### src/rtl/data_mem_burst_reader_pkg.sv
`default_nettype none
// +--------------------------------------------------------------------------+
// | Module   : data_mem_burst_reader_pkg                                      |
// | Purpose  : Shared defaults and FSM state encoding for the data memory    |
// |            burst read engine and its bus interface.                      |
// | Contents : c_DATA_WIDTH / c_ADDR_WIDTH / c_MEM_SIZE / c_LEN_WIDTH        |
// |            default sizes (the same values data_mem uses), state_t enum.  |
// | Revision : 1.0  initial release                                          |
// +--------------------------------------------------------------------------+
package data_mem_burst_reader_pkg;

  localparam int unsigned c_DATA_WIDTH = 16;
  localparam int unsigned c_ADDR_WIDTH = 16;
  localparam int unsigned c_MEM_SIZE   = 256;
  localparam int unsigned c_LEN_WIDTH  = 9;

  typedef enum logic [1:0] {
    ST_IDLE       = 2'd0,
    ST_BURST      = 2'd1,
    ST_DRAIN      = 2'd2,
    ST_DONE_EMPTY = 2'd3
  } state_t;

endpackage : data_mem_burst_reader_pkg
`default_nettype wire

### src/rtl/data_mem_burst_reader_if.sv
`default_nettype none
// +--------------------------------------------------------------------------+
// | Module   : data_mem_burst_reader_if                                       |
// | Purpose  : Bundles the request handshake, the memory read port and the  |
// |            output stream of the burst read engine.                       |
// | Signals  : req_valid/req_ready/req_addr/req_len   burst request          |
// |            mem_rd_addr/mem_rd_data                 combinational mem read |
// |            out_valid/out_ready/out_data/out_last  output beat stream     |
// |            busy/done                               engine status          |
// | Modports : slave  - the engine (data_mem_burst_reader)                   |
// |            master - requester, memory model and consumer                 |
// | Revision : 1.0  initial release                                          |
// +--------------------------------------------------------------------------+
interface data_mem_burst_reader_if
  import data_mem_burst_reader_pkg::*;
#(
  parameter int unsigned DATA_WIDTH = c_DATA_WIDTH,
  parameter int unsigned ADDR_WIDTH = c_ADDR_WIDTH,
  parameter int unsigned LEN_WIDTH  = c_LEN_WIDTH
);

  logic                  req_valid;
  logic                  req_ready;
  logic [ADDR_WIDTH-1:0] req_addr;
  logic [LEN_WIDTH-1:0]  req_len;

  logic [ADDR_WIDTH-1:0] mem_rd_addr;
  logic [DATA_WIDTH-1:0] mem_rd_data;

  logic                  out_valid;
  logic                  out_ready;
  logic [DATA_WIDTH-1:0] out_data;
  logic                  out_last;

  logic                  busy;
  logic                  done;

  modport slave (
    input  req_valid, req_addr, req_len, mem_rd_data, out_ready,
    output req_ready, mem_rd_addr, out_valid, out_data, out_last, busy, done
  );

  modport master (
    output req_valid, req_addr, req_len, mem_rd_data, out_ready,
    input  req_ready, mem_rd_addr, out_valid, out_data, out_last, busy, done
  );

endinterface : data_mem_burst_reader_if
`default_nettype wire

### src/rtl/data_mem_burst_reader.sv
`default_nettype none
// +--------------------------------------------------------------------------+
// | Module   : data_mem_burst_reader                                          |
// | Purpose  : Read-side engine for data_mem. Accepts (start address,       |
// |            length) bursts and streams the words out over valid/ready,   |
// |            flagging the final beat with out_last.                        |
// | Ports    : clk  - clock, all logic on posedge                            |
// |            rst  - synchronous active-high reset                          |
// |            bus  - data_mem_burst_reader_if.slave: request handshake,     |
// |                   memory read port, output stream, busy/done status      |
// | Revision : 1.0  initial release                                          |
// +--------------------------------------------------------------------------+
module data_mem_burst_reader
  import data_mem_burst_reader_pkg::*;
#(
  parameter int unsigned DATA_WIDTH = c_DATA_WIDTH,
  parameter int unsigned ADDR_WIDTH = c_ADDR_WIDTH,
  parameter int unsigned MEM_SIZE   = c_MEM_SIZE,   // power of two
  parameter int unsigned LEN_WIDTH  = c_LEN_WIDTH
) (
  input wire logic              clk,
  input wire logic              rst,
  data_mem_burst_reader_if.slave bus
);

  // MEM_SIZE is a power of two, so wrapping is a simple mask.
  localparam logic [ADDR_WIDTH-1:0] c_ADDR_MASK = ADDR_WIDTH'(MEM_SIZE - 1);

  state_t                state_q;
  logic                  req_ready_q;
  logic                  busy_q;
  logic                  done_q;
  logic                  out_valid_q;
  logic                  out_last_q;
  logic [DATA_WIDTH-1:0] out_data_q;
  logic [ADDR_WIDTH-1:0] cur_addr_q;
  logic [LEN_WIDTH-1:0]  remaining_q;

  logic                  w_slot_free;
  logic [ADDR_WIDTH-1:0] w_addr_next;

  // The output register can take a new word when empty or when its current
  // beat is being consumed this cycle.
  assign w_slot_free = !out_valid_q || bus.out_ready;
  assign w_addr_next = (cur_addr_q + ADDR_WIDTH'(1)) & c_ADDR_MASK;

  always_ff @(posedge clk) begin
    if (rst) begin
      state_q     <= ST_IDLE;
      req_ready_q <= 1'b1;
      busy_q      <= 1'b0;
      done_q      <= 1'b0;
      out_valid_q <= 1'b0;
      out_last_q  <= 1'b0;
      out_data_q  <= '0;
      cur_addr_q  <= '0;
      remaining_q <= '0;
    end else begin
      done_q <= 1'b0;
      case (state_q)
        ST_IDLE: begin
          // req_ready_q is high throughout IDLE, so req_valid alone accepts.
          if (bus.req_valid) begin
            cur_addr_q  <= bus.req_addr & c_ADDR_MASK;
            remaining_q <= bus.req_len;
            busy_q      <= 1'b1;
            req_ready_q <= 1'b0;
            state_q     <= (bus.req_len == '0) ? ST_DONE_EMPTY : ST_BURST;
          end
        end

        ST_BURST: begin
          if (w_slot_free) begin
            out_data_q  <= bus.mem_rd_data;
            out_valid_q <= 1'b1;
            out_last_q  <= (remaining_q == LEN_WIDTH'(1));
            cur_addr_q  <= w_addr_next;
            remaining_q <= remaining_q - LEN_WIDTH'(1);
            // Loading stops at the final word, so remaining never wraps.
            if (remaining_q == LEN_WIDTH'(1)) begin
              state_q <= ST_DRAIN;
            end
          end
        end

        ST_DRAIN: begin
          if (out_valid_q && bus.out_ready) begin
            out_valid_q <= 1'b0;
            out_last_q  <= 1'b0;
            done_q      <= 1'b1;
            busy_q      <= 1'b0;
            req_ready_q <= 1'b1;
            state_q     <= ST_IDLE;
          end
        end

        ST_DONE_EMPTY: begin
          done_q      <= 1'b1;
          busy_q      <= 1'b0;
          req_ready_q <= 1'b1;
          state_q     <= ST_IDLE;
        end

        default: begin
          state_q <= ST_IDLE;
        end
      endcase
    end
  end

  // Read address tracks cur_addr in every state, so the memory never sees X.
  assign bus.mem_rd_addr = cur_addr_q;
  assign bus.req_ready   = req_ready_q;
  assign bus.out_valid   = out_valid_q;
  assign bus.out_data    = out_data_q;
  assign bus.out_last    = out_last_q;
  assign bus.busy        = busy_q;
  assign bus.done        = done_q;

endmodule : data_mem_burst_reader
`default_nettype wire

### src/flat_wrapper.sv
// flat-port wrapper written by rule: the top's interface ports become plain ports
module data_mem_burst_reader_flat import data_mem_burst_reader_pkg::*;
#(
  parameter int unsigned DATA_WIDTH = c_DATA_WIDTH,
  parameter int unsigned ADDR_WIDTH = c_ADDR_WIDTH,
  parameter int unsigned MEM_SIZE   = c_MEM_SIZE,                  
  parameter int unsigned LEN_WIDTH  = c_LEN_WIDTH
)
  (clk, rst, bus_req_valid, bus_req_addr, bus_req_len, bus_mem_rd_data, bus_out_ready, bus_req_ready, bus_mem_rd_addr, bus_out_valid, bus_out_data, bus_out_last, bus_busy, bus_done);
  data_mem_burst_reader_if #(.DATA_WIDTH(DATA_WIDTH), .ADDR_WIDTH(ADDR_WIDTH), .LEN_WIDTH(LEN_WIDTH)) bus_i ();
  input wire logic clk;
  input wire logic rst;
  input wire logic [$bits(bus_i.req_valid)-1:0] bus_req_valid;
  input wire logic [$bits(bus_i.req_addr)-1:0] bus_req_addr;
  input wire logic [$bits(bus_i.req_len)-1:0] bus_req_len;
  input wire logic [$bits(bus_i.mem_rd_data)-1:0] bus_mem_rd_data;
  input wire logic [$bits(bus_i.out_ready)-1:0] bus_out_ready;
  output wire logic [$bits(bus_i.req_ready)-1:0] bus_req_ready;
  output wire logic [$bits(bus_i.mem_rd_addr)-1:0] bus_mem_rd_addr;
  output wire logic [$bits(bus_i.out_valid)-1:0] bus_out_valid;
  output wire logic [$bits(bus_i.out_data)-1:0] bus_out_data;
  output wire logic [$bits(bus_i.out_last)-1:0] bus_out_last;
  output wire logic [$bits(bus_i.busy)-1:0] bus_busy;
  output wire logic [$bits(bus_i.done)-1:0] bus_done;
  assign bus_i.req_valid = bus_req_valid;
  assign bus_i.req_addr = bus_req_addr;
  assign bus_i.req_len = bus_req_len;
  assign bus_i.mem_rd_data = bus_mem_rd_data;
  assign bus_i.out_ready = bus_out_ready;
  assign bus_req_ready = bus_i.req_ready;
  assign bus_mem_rd_addr = bus_i.mem_rd_addr;
  assign bus_out_valid = bus_i.out_valid;
  assign bus_out_data = bus_i.out_data;
  assign bus_out_last = bus_i.out_last;
  assign bus_busy = bus_i.busy;
  assign bus_done = bus_i.done;
  data_mem_burst_reader #(.DATA_WIDTH(DATA_WIDTH), .ADDR_WIDTH(ADDR_WIDTH), .MEM_SIZE(MEM_SIZE), .LEN_WIDTH(LEN_WIDTH)) u_core (.clk(clk), .rst(rst), .bus(bus_i));
endmodule
### config.mk
export PLATFORM = sky130hd
export DESIGN_NAME = data_mem_burst_reader_flat
export DESIGN_NICKNAME = d
export VERILOG_FILES = /design/src/rtl/data_mem_burst_reader_pkg.sv /design/src/rtl/data_mem_burst_reader_if.sv /design/src/rtl/data_mem_burst_reader.sv /design/src/flat_wrapper.sv
export SDC_FILE = /design/constraint.sdc
export NUM_CORES = 1
export LEC_CHECK = 0
export ABC_AREA = 0
export CORE_AREA = 2 2 73 75
export CTS_BUF_LIST = sky130_fd_sc_hd__clkbuf_4 sky130_fd_sc_hd__clkbuf_8 sky130_fd_sc_hd__clkbuf_16
export DETAILED_ROUTE_END_ITERATION = 16
export DIE_AREA = 0 0 75 77
export PLACE_DENSITY = 0.79
export SYNTH_ARGS = -nofsm -noshare
export SYNTH_HDL_FRONTEND = slang
export SYNTH_SLANG_ARGS = --single-unit
### constraint.sdc
create_clock -name clk -period 1.64 [get_ports clk]
set_input_delay 0.328 -clock clk [delete_from_list [all_inputs] [get_ports clk]]
set_output_delay 0.328 -clock clk [all_outputs]
set_load 0.005 [all_outputs]
======== After elaboration in Yosys (flattened, before gate mapping) ========
Index checks and enable logic that the tools add are counted.
word-level totals
  input port bits ......................... 45
  output and inout bits ................... 37
  logic and storage cells ................. 56
  register bits ........................... 48
cells by class
  mux-type cells .......................... 24
  add/sub/neg operators ................... 2
  equal/unequal tests ..................... 8
  reductions and logical operators ........ 13
operators by type and width
  cell                                                    count
  2-to-1 mux 16 bit                                       2
  case mux 16 bit (2 select lines)                        1
  2-to-1 mux 9 bit                                        2
  case mux 9 bit (2 select lines)                         1
  2-to-1 mux 2 bit                                        5
  == test 9 x 1 -> 1 bit (second input constant)          1
  zero test 9 bit                                         1
  AND reduction 3 bit                                     3
  subtractor 9 x 1 -> 9 bit (second input constant)       1
  adder 8 x 1 -> 8 bit (second input constant)            1
  case mux 2 bit (4 select lines)                         1
  2-to-1 mux 1 bit                                        7
  inequality test 2 x 1 -> 1 bit (second input constant)  3
  case mux 1 bit (2 select lines)                         3
  case mux 1 bit (3 select lines)                         2
  == test 2 bit (second input constant)                   2
  AND reduction 4 bit                                     1
  nonzero test 2 bit                                      2
  nonzero test 3 bit                                      1
  == test 2 x 1 -> 1 bit (second input constant)          1
  zero test 2 bit                                         1
  inequality test 2 bit (second input constant)           1
  AND reduction 2 bit                                     1
  logical AND 1 bit                                       1
  other kinds (2)                                         2

======== Longest topological paths before layout ========
Gate-level depths: netlist (run 1).
  depth after elaboration ................. 4
  depth in mapped cells ................... 7
  depth with buffers taken out ............ 6

======== Worst setup path after synthesis (run 1) ========
No wires, ideal clock.
  path type ............................... reg-to-reg
  start point ............................. register u_core.remaining_q[0]
  end point ............................... register u_core.remaining_q[8]
  data arrival time ....................... 1.210 ns
  setup time .............................. 0.138 ns
  stages on the path, launching flop included .. 7
  period minus slack after synthesis ...... 1.349 ns
  required time ........................... 1.502 ns
  slack ................................... 0.291 ns
  path buffers ............................ 0
  cell sequence ........................... dfxtp_1 inv_1 ha_1 nor3b_2 a21o_1 a21oi_1 a211oi_2
on the way
  word-level cells in the longest chain between the ends .. 3
ends and longest elaborated chain
  item                             line                         RTL
  start, declared                  data_mem_burst_reader.sv:37  logic [LEN_WIDTH-1:0] remaining_q;
  start signal, assigned           data_mem_burst_reader.sv:65  remaining_q <= bus.req_len;
  start signal, assigned           data_mem_burst_reader.sv:78  remaining_q <= remaining_q - LEN_WIDTH'(1);
  subtractor 9 x 1 -> 9 bit        data_mem_burst_reader.sv:78
  2-to-1 mux 9 bit                 data_mem_burst_reader.sv:73  if (w_slot_free) begin
  case mux 9 bit (2 select lines)  data_mem_burst_reader.sv:60  case (state_q)
No other way between the ends. The select of a mux whose other input is x is not followed.
A chain may end at the register's enable or synchronous reset.

======== Worst setup path after layout (run 1) ========
  start point ............................. register u_core.cur_addr_q[2] (netlist: u_core.bus.mem_rd_addr[2])
  end point ............................... output port bus_mem_rd_addr[2]
RTL lines
  item                    line                         RTL
  start, declared         data_mem_burst_reader.sv:36  logic [ADDR_WIDTH-1:0] cur_addr_q;
  start signal, assigned  data_mem_burst_reader.sv:64  cur_addr_q <= bus.req_addr & c_ADDR_MASK;
  start signal, assigned  data_mem_burst_reader.sv:77  cur_addr_q <= w_addr_next;
  end, declared           flat_wrapper.sv:19           output wire logic [$bits(bus_i.mem_rd_addr)-1:0] bus_mem_rd_addr;
No word-level cell between the ends.

==> run summary, run 1 <==
Synth
• **area share of the largest cell type after synthesis** 37.3%
• **number of cells produced by synthesis** 255
• **Area contributors post-synth** sky130_fd_sc_hd__dfxtp_1 (37%), sky130_fd_sc_hd__a21oi_1 (8.9%), sky130_fd_sc_hd__nand2_1 (8.0%)
• **compound-cell area share of the yosys netlist** 23.7%
• **distinct cell type count of the synthesized netlist** 53
• **dominant combinational cell family by area after synthesis** simple AND/OR/NAND/NOR gates
• **area share of and/or/nand/nor cells after synthesis** 26.1%
• **average size of a mapped cell** 8.41 sq um
• **main flop type after synthesis** sky130_fd_sc_hd__dfxtp_1
• **cell accounting for the most synthesized area** sky130_fd_sc_hd__dfxtp_1
• **adder and majority cell fraction of the synthesized area** 1.75%
• **multiplexer share of the synthesized area** 1.05%
• **fraction of synthesized cell area in xor and xnor cells** 0%
• **Post-Synthesis Cell Area** 2150 sq um
• **count of flip-flops with a built-in enable after synthesis** 0
• **sequential share of the synthesized area** 37.3%
• **register bit count reported by yosys** 40
• **async set-or-reset flop fraction in the synthesized netlist** 0%
• **Yosys warning count** 0

Global route
• **total track usage** 18.0%
• **global-route wire length before repair** 8260 um
• **pin count of the biggest net entering global routing** 33
• **global-route congestion overflow total** 0
• **via count of the first global-routing pass** 1791
• **number of antenna violations at the first check in global routing** 0

CTS
• **number of buffers inserted to repair setup after CTS** 0
• **CTS tree** built
• **number of H-tree levels** 2
• **CTS clock-pin slew for the worst setup and hold paths** 0.08 ns
• **latest clock arrival within the worst-skew pair** 0.29 ns
• **clock root buffer master** sky130_fd_sc_hd__clkbuf_8
• **clk buf depth** 2
• **Clock Sinks** 40
• **TritonCTS Buffers** 5

Critical path
• **depth of the worst register-to-register path** 4
• **Worst setup SP type** flip-flop
• **count of buffering cells on the critical path with inverters included** 1
• **r2r startpoint** u_core.remaining_q[0]$_SDFFE_PP0P_
• **Crit Path Class** reg2out
• **cell breakdown of the critical path** clkdlybuf4s50_1
• **stage delay of the slowest cell on the critical path** 0.53 ns
• **required time reported for the critical path endpoint** 1.31 ns
• **critical path arrival** 1.25 ns
• **critical register-to-register path endpoint** u_core.state_q[0]$_SDFFE_PP0P_
• **worst reg2reg setup slack** 0.16 ns
• **biggest fanout along the worst timing path** 6
• **kind of cell with the highest combined delay on the critical path** buffers and inverters
• **highest-delay cell along the critical path** sky130_fd_sc_hd__clkdlybuf4s50_1
• **CP endpoint kind** primary output

Cells and area
• **highest-count cells in the layout ignoring fill and taps** sky130_fd_sc_hd__clkdlybuf4s50_1 (65), sky130_fd_sc_hd__nand2_1 (46), sky130_fd_sc_hd__a21oi_1 (38), sky130_fd_sc_hd__dfxtp_1 (36), sky130_fd_sc_hd__o21ai_0 (14)
• **fin nets** 372
• **Inserted Diodes** 0
• **number of inserted filler cells in the final layout** 453
• **footprint of the multi-input gates** 1170 sq um
• **flip-flop and latch area** 806 sq um
• **relative area change from synthesis to final layout** 38.5%
• **fraction of layout instances using a drive strength above 1** 14.8%
• **core occupancy in the finished layout** 59.7%
• **commonest non-fill, non-tap cell in the layout** sky130_fd_sc_hd__clkdlybuf4s50_1
• **Post-Layout Cell Count** 395

Placed design
• **Buffers on Ports** 65
• **RD Place Congestion** 0.797
• **Placed Instances** 387
• **total half-perimeter wirelength after legalization and detailed placement** 3690 um

Hold path
• **path category of the worst min-delay check** reg2reg
• **origin of the worst min-delay path** u_core.bus.out_data[13]$_SDFFE_PP0P_
• **hold depth** 2
• **end of the worst hold path** u_core.bus.out_data[13]$_SDFFE_PP0P_

Drt
• **via count normalized by instance count** 5.15
• **average wire length per cell after detail routing** 13.2 um
• **remaining antenna violation count after routing** 0
• **vias post-DR** 2033
• **Remaining DRCs** 0
• **final wirelength** 5200 um
• **length of the first detailed-routing pass in iterations** 4
• **number of violations reported at the end of detailed-routing iteration 0** 106

Power
• **reported leakage power** 1.11 nW
• **worst-case vdd ir drop** 0.461 mV
• **total power per unit cell area** 944 nW/um^2

STA
• **unrepaired setup endpoints after global routing** false
• **normalized max-slew margin** 64.7%
• **upper clock frequency limit** 635 MHz
• **final count of hold timing violations** 0
• **Slew Limit Fails** 0
• **total setup violations reported at the end of the flow** 0
• **portion of the clock cycle consumed by the worst path in the final layout** 96.1%
• **post-route minimum period** 1.58 ns
• **final worst clock skew** 0.00687 ns
• **slew at the pin closest to its max-slew limit** 0.526 ns
• **Hold Worst Slack** 0.457 ns

Status
• **status** finished clean

Die
• **floorplan core area** 4980 sq um
• **initial core utilization** 43.1%
• **placement row count** 26
• **ports placed on the boundary** 82
• **horizontal die dimension** 75 um
• **Chip Height** 77 um
• **area enclosed by the die boundary** 5780 sq um

Run
• **max capacitance violation total** 0

stage by stage:
| stage | instance area, sq um | setup WS [ns] | power, mW | setup TNS [ns] |
|---|---|---|---|---|
| floorplan | 2170 | 0.291 | 1.65 | 0 |
| global placement | 2830 | -0.162 | 1.91 | -2.60 |
| detailed placement | 2830 | -0.186 | 1.93 | -3.34 |
| CTS | 2960 | 0.0250 | 2.82 | 0 |
| global route | 2970 | 0.0295 | 2.96 | 0 |
| finish | 2970 | 0.0641 | 2.81 | 0 |
report_power, final:
group / total, mW / switching [mW] / internal (mW)
combinational: 0.763 / 0.357 / 0.405
clock: 0.879 / 0.342 / 0.537
sequential: 1.16 / 0.0963 / 1.07
kinds of logic (layout without fill, tap and decap cells):
group / count (synthesis) / after routing
AO/OA/AOI/OAI: 77 / 77
adder cells (fa/ha/maj): 3 / 3
buffers and inverters: 29 / 92
flip-flops: 40 / 40
multiplexers: 2 / 2
other: 1 / 8
AND/OR/NAND/NOR: 103 / 103
synthesized netlist by cell type (2+ instances only):
cell                       instances
sky130_fd_sc_hd__nor2b_1           3
sky130_fd_sc_hd__a21oi_1          38
sky130_fd_sc_hd__nor4_1            2
sky130_fd_sc_hd__nand2_1          46
sky130_fd_sc_hd__a211oi_2          4
sky130_fd_sc_hd__nor4_2            2
sky130_fd_sc_hd__nand4_1           3
sky130_fd_sc_hd__buf_6             7
sky130_fd_sc_hd__nor3_1            4
sky130_fd_sc_hd__o21ai_0          14
sky130_fd_sc_hd__buf_4            10
sky130_fd_sc_hd__dfxtp_1          40
sky130_fd_sc_hd__ha_1              3
sky130_fd_sc_hd__nor3b_1           4
sky130_fd_sc_hd__and3_1            4
sky130_fd_sc_hd__inv_1             5
sky130_fd_sc_hd__buf_2             2
sky130_fd_sc_hd__a311oi_2          2
sky130_fd_sc_hd__and2_1            4
sky130_fd_sc_hd__nand3_1           6
sky130_fd_sc_hd__clkbuf_1          3
sky130_fd_sc_hd__nand2b_1          4
sky130_fd_sc_hd__o21ai_1           2
sky130_fd_sc_hd__nor2_1           10
sky130_fd_sc_hd__a21o_1            5
repair_timing:
item | in CTS | in global routing
setup endpoints to repair | 0 | 12
resized for setup | 0 | 6
hold buffers | 0 | 0
area by class of cell:
class / instances / area share, %
clock buffers: 7 / 3.24
flip-flops and latches: 40 / 27.1
clock inverters: 1 / 1.01
repair buffers: 79 / 25.8
well taps: 70 / 2.95
multi-input cells: 193 / 39.2
inverters: 5 / 0.631
how the worst max path moves through the flow:
stage | cells past startpoint | slack (ns) | endpoint | start
finish | 1 | 0.06 | bus_mem_rd_addr[2] | u_core.bus.mem_rd_addr[2]$_SDFFE_PP0P_
global route | 1 | 0.03 | bus_mem_rd_addr[0] | u_core.bus.mem_rd_addr[0]$_SDFFE_PP0P_
CTS | 1 | 0.03 | bus_mem_rd_addr[3] | u_core.bus.mem_rd_addr[3]$_SDFFE_PP0P_
detailed placement | 5 | -0.19 | u_core.remaining_q[4]$_SDFFE_PP0P_ | bus_out_ready
global placement | 5 | -0.16 | u_core.state_q[1]$_SDFFE_PP0P_ | bus_req_len[6]
floorplan | 6 | 0.29 | u_core.remaining_q[8]$_SDFFE_PP0P_ | u_core.remaining_q[0]$_SDFFE_PP0P_
worst min-delay path: stages, from the launching register on:
cell	delay, ns
sky130_fd_sc_hd__dfxtp_1	0.31
sky130_fd_sc_hd__nand2_1	0.05
sky130_fd_sc_hd__a21oi_1	0.05
layer usage:
layer / wire length, um / share of wire (%) / track usage (%)
met4: 74 / 1.4 / 6.07
met5: 0 / 0 / 0
met2: 2580 / 50 / 28.6
met1: 2300 / 44 / 23.9
met3: 247 / 4.8 / 3.68
state kept, by name, summed over array words and instances (netlist names):
| name | count |
|---|---|
| u_core.bus.out_data | 16 |
| u_core.bus.busy | 1 |
| u_core.state_q | 2 |
| u_core.remaining_q | 9 |
| u_core.bus.out_last | 1 |
| u_core.bus.out_valid | 1 |
| u_core.bus.done | 1 |
| u_core.bus.req_ready | 1 |
| u_core.bus.mem_rd_addr | 8 |
(Power assumes the default switching activity.)
==> run 2, diff against run 1 <==
Settings changed: PLACE_DENSITY 0.79 to not set, PLACE_DENSITY_LB_ADDON set to 0.1.
==> run summary, run 2 (synthesis results as in run 1) <==
Die
• **floorplan core area** 4980 sq um, unchanged
• **placement row count** 26, unchanged
• **initial core utilization** 43.1%, unchanged
• **ports placed on the boundary** 82, unchanged
• **area enclosed by the die boundary** 5780 sq um, unchanged
• **Chip Height** 77 um, unchanged
• **horizontal die dimension** 75 um, unchanged

Drt
• **number of violations reported at the end of detailed-routing iteration 0** 76, was 106
• **vias post-DR** 1991, was 2033
• **average wire length per cell after detail routing** 12.7 um, was 13.2 um
• **remaining antenna violation count after routing** 0, unchanged
• **Remaining DRCs** 0, unchanged
• **final wirelength** 5020 um, was 5200 um
• **via count normalized by instance count** 5.03, was 5.15
• **length of the first detailed-routing pass in iterations** 4, unchanged

CTS
• **number of H-tree levels** 2, unchanged
• **TritonCTS Buffers** 5, unchanged
• **CTS clock-pin slew for the worst setup and hold paths** 0.08 ns, about the same
• **Clock Sinks** 40, unchanged
• **hold buffer count at cts** 0, unchanged
• **clock root buffer master** sky130_fd_sc_hd__clkbuf_8, unchanged
• **CTS tree** built, unchanged
• **latest clock arrival within the worst-skew pair** 0.30 ns, was 0.29 ns
• **clk buf depth** 2, unchanged
• **PostCTS Resize Cnt** 0, unchanged
• **number of buffers inserted to repair setup after CTS** 0, unchanged

Power
• **total power per unit cell area** 876 nW/um^2, was 944 nW/um^2
• **Power Total** 2.60 mW, was 2.81 mW
• **worst-case vdd ir drop** 0.512 mV, was 0.461 mV
• **reported leakage power** 1.10 nW, was 1.11 nW

Cells and area
• **Final Cell Area** 2960 sq um, was 2970 sq um
• **Post-Layout Cell Count** 396, was 395
• **Inserted Diodes** 0, unchanged
• **fraction of layout instances using a drive strength above 1** 16.0%, was 14.8%
• **highest-count cells in the layout ignoring fill and taps** sky130_fd_sc_hd__clkdlybuf4s50_1 (65), sky130_fd_sc_hd__nand2_1 (46), sky130_fd_sc_hd__a21oi_1 (38), sky130_fd_sc_hd__dfxtp_1 (35), sky130_fd_sc_hd__o21ai_0 (14), was sky130_fd_sc_hd__clkdlybuf4s50_1 (65), sky130_fd_sc_hd__nand2_1 (46), sky130_fd_sc_hd__a21oi_1 (38), sky130_fd_sc_hd__dfxtp_1 (36), sky130_fd_sc_hd__o21ai_0 (14)
• **fin nets** 373, was 372
• **relative area change from synthesis to final layout** 38.1%, was 38.5%
• **number of flip-flops in the largest register** 16, unchanged
• **number of inserted filler cells in the final layout** 473, was 453
• **commonest non-fill, non-tap cell in the layout** sky130_fd_sc_hd__clkdlybuf4s50_1, unchanged

Critical path
• **kind of cell with the highest combined delay on the critical path** buffers and inverters, unchanged
• **critical path arrival** 1.25 ns, about the same
• **cell breakdown of the critical path** clkdlybuf4s50_1, unchanged
• **count of buffering cells on the critical path with inverters included** 1, unchanged
• **biggest fanout along the worst timing path** 5, was 6
• **depth of the worst register-to-register path** 6, was 4
• **Worst setup SP type** flip-flop, unchanged
• **CP endpoint kind** primary output, unchanged
• **required time reported for the critical path endpoint** 1.31 ns, about the same
• **stage delay of the slowest cell on the critical path** 0.53 ns, about the same
• **logic depth of the worst setup path including buffers** 1, unchanged
• **Crit Path Class** reg2out, unchanged
• **highest-delay cell along the critical path** sky130_fd_sc_hd__clkdlybuf4s50_1, unchanged

Global route
• **pin count of the biggest net entering global routing** 41, was 33
• **via count of the first global-routing pass** 1712, was 1791
• **global-route wire length before repair** 8110 um, was 8260 um
• **number of antenna violations at the first check in global routing** 0, unchanged
• **global-route congestion overflow total** 0, unchanged
• **total track usage** 18.0%, about the same

Placed design
• **Placement Setup Slack** -0.236 ns, was -0.186 ns
• **Buffers on Ports** 65, unchanged
• **RD Place Congestion** 0.745, was 0.797
• **total half-perimeter wirelength after legalization and detailed placement** 3480 um, was 3690 um
• **instance area at placement** 2850 sq um, was 2830 sq um
• **Placed Instances** 388, was 387

STA
• **unrepaired setup endpoints after global routing** false, unchanged
• **final worst clock skew** 0.00838 ns, was 0.00687 ns
• **total setup violations reported at the end of the flow** 0, unchanged
• **upper clock frequency limit** 632 MHz, was 635 MHz
• **slew at the pin closest to its max-slew limit** 0.515 ns, was 0.526 ns
• **fin worst setup slack** 0.0572 ns, was 0.0641 ns
• **final count of hold timing violations** 0, unchanged
• **portion of the clock cycle consumed by the worst path in the final layout** 96.5%, was 96.1%
• **total negative slack for setup checks** 0 ns, unchanged
• **normalized max-slew margin** 65.4%, was 64.7%
• **Slew Limit Fails** 0, unchanged
• **post-route minimum period** 1.58 ns, about the same

Hold path
• **hold depth** 2, unchanged
• **path category of the worst min-delay check** reg2reg, unchanged

Run
• **max capacitance violation total** 0, unchanged

Status
• **status** finished clean, unchanged

run 2: cell count changes in the layout (fill, tap and decap cells not counted), sizes merged:
cell    before  now
clkbuf       7    5
buf         14   15
clkinv       0    3
bufinv       1    0
run 2: path summary, 6_finish.rpt:
check | to | slack, ns | start
setup / recovery | bus_mem_rd_addr[0] | 0.06 | u_core.bus.mem_rd_addr[0]$_SDFFE_PP0P_
hold / removal | u_core.bus.out_data[2]$_SDFFE_PP0P_ | 0.46 | u_core.bus.out_data[2]$_SDFFE_PP0P_
setup reg to reg | u_core.remaining_q[8]$_SDFFE_PP0P_ | 0.16 | u_core.remaining_q[0]$_SDFFE_PP0P_
hold reg to reg | u_core.bus.out_data[2]$_SDFFE_PP0P_ | 0.46 | u_core.bus.out_data[2]$_SDFFE_PP0P_
run 2: metal layers:
metal	part of all wire, %	vias up	global-route usage, %
met4	1.0	0	5.36
met2	46	55	27.3
met1	47	918	24.6
li1	-	1013	-
met5	0	-	0
met3	5.2	5	4.86
run 2: power breakdown:
group / internal (mW) / switching, mW / total [mW]
combinational: 0.418 / 0.356 / 0.773
clock: 0.297 / 0.364 / 0.661
sequential: 1.07 / 0.0953 / 1.16
run 2: layout make-up:
type,instances,area [sq um],area share [%]
multi-input combinational,193,1170,39.6
sequential,40,807,27.2
inverter,5,18.8,0.633
clock buffer,5,68.8,2.32
clock inverter,3,18.8,0.633
timing repair buffer,80,788,26.6
tap,70,87.6,2.95
run 2: metrics by stage:
| step | hold WS (ns) | util, % |
|---|---|---|
| after floorplan | 0.453 | - |
| after global placement | 0.441 | 57.3 |
| after detailed placement | 0.446 | 57.3 |
| after CTS | 0.457 | 59.1 |
| after global routing | 0.481 | 59.6 |
| final | 0.456 | 59.6 |
==> run 3, diff against run 2 <==
Settings changed: CORE_AREA 2 2 73 75 to 5 5 76 78, DIE_AREA 0 0 75 77 to 0 0 81 83, SKIP_CTS_REPAIR_TIMING set to 1.
==> run summary, run 3 (synthesis results as in run 1) <==
Status
• **status** finished clean, unchanged

Cells and area
• **Post-Layout Cell Count** 399, was 396
• **fraction of layout instances using a drive strength above 1** 16.1%, was 16.0%
• **Final Cell Area** 3000 sq um, was 2960 sq um
• **commonest non-fill, non-tap cell in the layout** sky130_fd_sc_hd__clkdlybuf4s50_1, unchanged
• **number of inserted filler cells in the final layout** 499, was 473
• **number of flip-flops in the largest register** 16, unchanged
• **core occupancy in the finished layout** 59.8%, was 59.6%
• **relative area change from synthesis to final layout** 39.6%, was 38.1%
• **highest-count cells in the layout ignoring fill and taps** sky130_fd_sc_hd__clkdlybuf4s50_1 (65), sky130_fd_sc_hd__nand2_1 (46), sky130_fd_sc_hd__a21oi_1 (38), sky130_fd_sc_hd__dfxtp_1 (35), sky130_fd_sc_hd__buf_4 (15), was sky130_fd_sc_hd__clkdlybuf4s50_1 (65), sky130_fd_sc_hd__nand2_1 (46), sky130_fd_sc_hd__a21oi_1 (38), sky130_fd_sc_hd__dfxtp_1 (35), sky130_fd_sc_hd__o21ai_0 (14)
• **Inserted Diodes** 0, unchanged
• **fin nets** 376, was 373

CTS
• **clk buf depth** 2, unchanged
• **number of H-tree levels** 2, unchanged
• **latest clock arrival within the worst-skew pair** 0.30 ns, about the same
• **CTS clock-pin slew for the worst setup and hold paths** 0.08 ns, about the same
• **Clock Sinks** 40, unchanged
• **clock root buffer master** sky130_fd_sc_hd__clkbuf_8, unchanged
• **CTS tree** built, unchanged
• **TritonCTS Buffers** 5, unchanged

Hold path
• **origin of the worst min-delay path** u_core.bus.out_data[3]$_SDFFE_PP0P_, was u_core.bus.out_data[2]$_SDFFE_PP0P_
• **hold depth** 2, unchanged
• **path category of the worst min-delay check** reg2reg, unchanged
• **end of the worst hold path** u_core.bus.out_data[3]$_SDFFE_PP0P_, was u_core.bus.out_data[2]$_SDFFE_PP0P_

STA
• **Slew Limit Fails** 0, unchanged
• **final worst clock skew** 0.00613 ns, was 0.00838 ns
• **post-route minimum period** 1.55 ns, was 1.58 ns
• **total negative slack for setup checks** 0 ns, unchanged
• **normalized max-slew margin** 60.8%, was 65.4%
• **portion of the clock cycle consumed by the worst path in the final layout** 94.5%, was 96.5%
• **unrepaired setup endpoints after global routing** false, unchanged
• **upper clock frequency limit** 645 MHz, was 632 MHz
• **total setup violations reported at the end of the flow** 0, unchanged
• **slew at the pin closest to its max-slew limit** 0.582 ns, was 0.515 ns
• **final count of hold timing violations** 0, unchanged

Drt
• **routed length on met2** 2470 um, was 2330 um
• **Remaining DRCs** 0, unchanged
• **final wirelength** 5270 um, was 5020 um
• **number of violations reported at the end of detailed-routing iteration 0** 93, was 76
• **vias post-DR** 2007, was 1991
• **average wire length per cell after detail routing** 13.2 um, was 12.7 um
• **met3 WL post-DR** 262 um, was 259 um
• **via count normalized by instance count** 5.03, about the same
• **remaining antenna violation count after routing** 0, unchanged
• **Top Layer Used** met4, unchanged
• **length of routed wiring on met1** 2460 um, was 2390 um
• **length of the first detailed-routing pass in iterations** 4, unchanged

Critical path
• **count of buffering cells on the critical path with inverters included** 1, unchanged
• **CP endpoint kind** flip-flop, was primary output
• **Worst setup SP type** input pin, was flip-flop
• **r2r startpoint** u_core.remaining_q[0]$_SDFFE_PP0P_, unchanged
• **stage delay of the slowest cell on the critical path** 0.54 ns, was 0.53 ns
• **kind of cell with the highest combined delay on the critical path** simple AND/OR/NAND/NOR gates, was buffers and inverters
• **Crit Path Class** in2reg, was reg2out
• **depth of the worst register-to-register path** 6, unchanged
• **worst reg2reg setup slack** 0.13 ns, was 0.16 ns
• **cell breakdown of the critical path** clkdlybuf4s50_1 -> or4_1 -> nor3_2 -> a2bb2oi_1 -> a211oi_2, was clkdlybuf4s50_1
• **critical register-to-register path endpoint** u_core.remaining_q[4]$_SDFFE_PP0P_, was u_core.remaining_q[8]$_SDFFE_PP0P_
• **highest-delay cell along the critical path** sky130_fd_sc_hd__or4_1, was sky130_fd_sc_hd__clkdlybuf4s50_1
• **biggest fanout along the worst timing path** 2, was 5
• **critical path arrival** 1.77 ns, was 1.25 ns
• **required time reported for the critical path endpoint** 1.86 ns, was 1.31 ns

Global route
• **global-route wire length before repair** 8740 um, was 8110 um
• **total track usage** 16.2%, was 18.0%
• **via count of the first global-routing pass** 1859, was 1712
• **pin count of the biggest net entering global routing** 31, was 41
• **global-route congestion overflow total** 0, unchanged
• **number of antenna violations at the first check in global routing** 0, unchanged

Placed design
• **total half-perimeter wirelength after legalization and detailed placement** 3720 um, was 3480 um
• **Buffers on Ports** 65, unchanged
• **instance area at placement** 2890 sq um, was 2850 sq um
• **Placed Instances** 391, was 388
• **RD Place Congestion** 0.778, was 0.745

Run
• **max capacitance violation total** 0, unchanged

Power
• **total power per unit cell area** 882 nW/um^2, was 876 nW/um^2
• **Power Total** 2.64 mW, was 2.60 mW
• **reported leakage power** 1.12 nW, was 1.10 nW
• **worst-case vdd ir drop** 0.353 mV, was 0.512 mV

Die
• **area enclosed by the die boundary** 6720 sq um, was 5780 sq um
• **horizontal die dimension** 81 um, was 75 um
• **initial core utilization** 42.8%, was 43.1%
• **placement row count** 26, unchanged
• **ports placed on the boundary** 82, unchanged
• **floorplan core area** 5010 sq um, was 4980 sq um
• **Chip Height** 83 um, was 77 um

==> run 3: cell count changes in the layout (fill, tap and decap cells not counted), sizes merged <==
cell,before,now
buf,15,18
clkbuf,5,6
clkinv,3,2
==> run 3: report_power, final <==
group | switching, mW | internal (mW) | leakage (nW)
Clock | 0.351 | 0.336 | 0.0510
Combinational | 0.363 | 0.429 | 0.742
Sequential | 0.0944 | 1.07 | 0.330
Total | 0.808 | 1.83 | 1.12
==> run 3: stage by stage <==
step | worst slack [ns] | hold WS, ns
final | 0.0903 | 0.456
after global routing | 0.0231 | 0.474
after CTS | 0.00742 | 0.458
after detailed placement | -0.200 | 0.448
after global placement | -0.195 | 0.441
after floorplan | 0.291 | 0.453
==> run 3: area by class of cell <==
| type | instances | area, sq um | area share, % |
|---|---|---|---|
| Tap cell | 70 | 87.6 | 2.92 |
| Multi-Input combinational cell | 193 | 1170 | 38.9 |
| Timing Repair Buffer | 83 | 823 | 27.5 |
| Inverter | 5 | 18.8 | 0.627 |
| Clock inverter | 2 | 10.0 | 0.334 |
| Clock buffer | 6 | 82.6 | 2.76 |
| Sequential cell | 40 | 807 | 26.9 |
==> run 3: worst register-to-register path: stages (launching register included) <==
cell and delay, ns:
sky130_fd_sc_hd__dfxtp_1 0.42, sky130_fd_sc_hd__inv_1 0.09, sky130_fd_sc_hd__ha_1 0.24, sky130_fd_sc_hd__nor3b_4 0.19, sky130_fd_sc_hd__and3_1 0.19, sky130_fd_sc_hd__o21ai_0 0.18, sky130_fd_sc_hd__a21oi_1 0.09
==> run 3: worst max-delay path by stage <==
stage,start,endpoint,slack [ns],cells past startpoint
3_5_place_dp,bus_req_len[6],u_core.state_q[1]$_SDFFE_PP0P_,-0.20,5
4_1_cts,u_core.bus.mem_rd_addr[4]$_SDFFE_PP0P_,bus_mem_rd_addr[4],0.007,1
6_report,bus_req_len[6],u_core.state_q[1]$_SDFFE_PP0P_,0.09,5
2_1_floorplan,u_core.remaining_q[0]$_SDFFE_PP0P_,u_core.remaining_q[8]$_SDFFE_PP0P_,0.29,6
3_3_place_gp,bus_req_len[6],u_core.state_q[1]$_SDFFE_PP0P_,-0.19,5
5_1_grt,bus_req_len[8],u_core.state_q[1]$_SDFFE_PP0P_,0.02,5
==> run 3: layer usage <==
metal  GRT usage [%]  vias up
li1                -     1019
met1            20.7      925
met2            26.7       55
met3            3.79        8
met4            5.22        0
met5               0        -
